File: src/rtl/uart_err_sat_cnt.sv
// Saturating error counter with synchronous clear; a clear coinciding with
// an increment leaves the count at one so the new event is not lost.
module uart_err_sat_cnt #(
    parameter int unsigned CNT_W = 8
) (
    input  logic             CLK,
    input  logic             RST,
    input  logic             inc,
    input  logic             clr,
    output logic [CNT_W-1:0] cnt
);

    always_ff @(posedge CLK or posedge RST) begin
        if (RST) begin
            cnt <= '0;
        end else if (clr) begin
            cnt <= inc ? CNT_W'(1) : '0;
        end else if (inc && (cnt != '1)) begin
            cnt <= cnt + CNT_W'(1);
        end
    end

endmodule

File: config.mk
export PLATFORM = sky130hd
export DESIGN_NAME = uart_err_sat_cnt
export DESIGN_NICKNAME = d
export VERILOG_FILES = /design/src/rtl/uart_err_sat_cnt.sv
export SDC_FILE = /design/constraint.sdc
export NUM_CORES = 1
export LEC_CHECK = 0
export BUFFER_PORTS_ARGS = -buffer_cell sky130_fd_sc_hd__buf_4
export CAP_MARGIN = 20
export CORE_AREA = 2 2 39 41
export DETAILED_ROUTE_END_ITERATION = 10
export DIE_AREA = 0 0 41 43
export GPL_TIMING_DRIVEN = 0
export HOLD_SLACK_MARGIN = 0.1
export PLACE_DENSITY = 0.68
export SLEW_MARGIN = 20
export SYNTH_ARGS = -nofsm -noshare
export SYNTH_HDL_FRONTEND = slang
export SYNTH_SLANG_ARGS = --single-unit
export TNS_END_PERCENT = 20
File: constraint.sdc
create_clock -name CLK -period 1.5 [get_ports CLK]
set_clock_uncertainty 0.15 [all_clocks]
set_input_delay 0.225 -clock CLK [delete_from_list [all_inputs] [get_ports CLK]]
set_output_delay 0.225 -clock CLK [all_outputs]
set_load 0.02 [all_outputs]
==> impl_metrics.tcl <==
set metrics [dict create \
    gp_congestion 0.8009 \
    worst_pin_slew_ps 321.0 \
    dp_hpwl_um 833.1 \
    path_class "input port to flip-flop" \
    yosys.area.top_type "dfrtp_1" \
    setup_ws_ps 18.11 \
    grt_busiest_layer "met2" \
    reg.largest.list "cnt (8)" \
    switchingPower_mw 0.1433 \
    totalWireLength_um 1194 \
    yosys_register_bits 8 \
    grt_use_met3_pct 9.424 \
    netlist.area_leader.share_pct 44.44 \
    finalCritPeriodShare_pct 98.79 \
    r2r-start "cnt[0]" \
    layout-drive-gt1-share_pct 39.71 \
    worst-endpoint-arrival_ps 1510 \
    grt_use_total_pct 17.26 \
    clock_latency_ps 260 \
    synth_area_um2 450.4 \
    fin_crit_ps 1482 \
    sw_frac_of_total_pct 27.64 \
    seqPwrFrac_pct 46.2 \
    slew_viol_final 0 \
    power_density_mw_per_mm2 737.1 \
    relSlewSlack_pct 78.58 \
    fin_util_pct 50.81 \
    cts_tree "done" \
    clk_pin_slew_ps 60 \
    ys_seq_area_share_pct 44.44 \
    firstDrtPassIters 4 \
    grt_use_met2_pct 25.94 \
    fp.dieW_um 41 \
    clk_path_buf_depth 2 \
    cp-end-kind "flip-flop" \
    vias 475 \
    initial_core_util_pct 32.55 \
    viasPerCell 5.655 \
    htree_num_levels 1 \
    synth_nets 52 \
    core_area_mm2 0.001384 \
    dp_slack_ps -17.67 \
    rsz0062_at_grt "yes" \
    grt_first_pass_wirelength_um 1938 \
    netlist-cell-type-count 24 \
    drt_iter0_markers 19 \
    n_antenna_cell 0 \
    min_from "inc" \
    drc 0 \
    numCtsBuffers 3 \
    worstHoldPathType "input port to flip-flop" \
    clkSinkCount 8 \
    post_drt_wl_per_cell_um 14.21 \
    grt_max_degree 9 \
    finalSetupTns_ps 0 \
    grt_pass1_vias 442 \
    antenna_found_initial 0 \
    cap_violations 0 \
    required_ps 1530 \
    syn_area_per_cell_um2 9.584 \
    top_register "cnt" \
    io_pins 12 \
    finalPower_mw 0.5183 \
    die_area_mm2 0.001763 \
    nets 74 \
    path_max_fanout 8 \
    areaGrowthSynthToFinish_pct 56.11 \
    critPathLaunchType "input port" \
    ir_drop_uv 420.8 \
    antenna_left 0 \
    largest_register_ffs 8 \
    syn_inst 47 \
    status "finished, final reports clean" \
    ys_warn_count 0 \
    synth_area_leaders "dfrtp_1, a211oi_1, nand2_1, a21oi_1, nand3_1" \
    use_met1_pct 18.63 \
    clkPwrFrac_pct 35.6 \
    fmax_mhz 674.8 \
    hold_viol_final 0 \
    comb_power_share_pct 18.2 \
    p_leak_nw 0.2944 \
    internal_power_mw 0.3750 \
    grt-ovfl-total 0 \
    die_h_um 43 \
    io_buffer_count 11 \
    rows 14 \
    crit_start "clr" \
    root_buffer "clkbuf_4" \
    setup_viol 0 \
]
==> power by group through the flow <==
stage,Clock [mW],Combinational [mW],Sequential (mW)
6_report,0.184,0.0945,0.239
3_3_place_gp,0,0.0650,0.240
3_5_place_dp,0,0.0669,0.242
2_1_floorplan,0,0.0269,0.249
4_1_cts,0.188,0.0771,0.240
5_1_grt,0.206,0.106,0.241
==> cell usage in the layout, fill, tap and decap left out, drive strengths merged, types with 2 or more instances in the layout <==
cell type,instances
buf,14
o311ai,2
nand4,3
dlygate4sd3,3
dfrtp,8
a211oi,3
clkbuf,4
nand2,6
o21ai,2
a21oi,3
inv,4
nand3,3
==> metrics by stage <==
| step | hold WS, ps | instance area (um2) | std cells |
|---|---|---|---|
| 5_1_grt | 173.4 | 703.2 | 84 |
| 3_5_place_dp | 54.96 | 563.0 | 74 |
| 6_report | 150.5 | 703.2 | 84 |
| 2_1_floorplan | -109.5 | 460.4 | 47 |
| 3_3_place_gp | 53.99 | 563.0 | 74 |
| 4_1_cts | 146.7 | 641.9 | 81 |
==> worst paths after layout <==
kind | cells past startpoint | slack [ps] | endpoint
min reg2reg | 2 | 460 | cnt[5]
min in group asynchronous | 3 | 320 | cnt[4]
max | 4 | 20 | cnt[5]
max in group asynchronous | 3 | 620 | cnt[1]
min | 3 | 150 | cnt[0]
max reg2reg | 4 | 30 | cnt[7]
==> per-layer routing <==
metal / up-vias / part of all wire, %
met4: 0 / 0.84
met1: 226 / 41
li1: 229 / -
met3: 2 / 6.3
met5: - / 0
met2: 18 / 51
==> cell type report <==
class / instances / area (um2)
Tap cell: 16 / 20.02
Sequential cell: 8 / 203.9
Fill cell: 136 / 680.7
Inverter: 4 / 15.01
Multi-Input combinational cell: 35 / 299.0
Timing Repair Buffer: 17 / 138.9
Clock buffer: 4 / 26.28
==> critical path, cell delays in order <==
cell and delay [ps]:
dlygate4sd3_1 550, buf_6 140, or4_1 510, o21ai_1 90
==> logic make-up (layout without fill, tap and decap cells) <==
logic type	count (synthesis)	after routing	synth area share (%)
mux	1	1	2.222
fa+ha+maj	1	1	2.777
compound gates	15	15	24.45
flops	8	8	44.44
buf+inv	4	25	3.332
simple gates	18	18	22.78
==> synth_stat cells, drive strengths merged <==
cell type,n
dfrtp,8
mux2i,1
and4,1
a21oi,3
ha,1
nor3,1
o211ai,1
nand4,3
o41ai,1
o311a,1
nand3,3
o21ai,2
a211oi,3
a21boi,1
and3,1
nand2,6
or4,1
inv,4
o311ai,2
nand2b,1
or3,1
o21bai,1
==> timing repair <==
item | in CTS | in global routing
hold endpoints to repair | 12 | 0
buffers inserted | 0 | 3
endpoints found under the setup margin | 2 | 5
hold buffers | 3 | 0
pin swaps | 0 | 4
gates resized for setup | 3 | 7
Note: power is estimated with default switching activity, not from simulation.
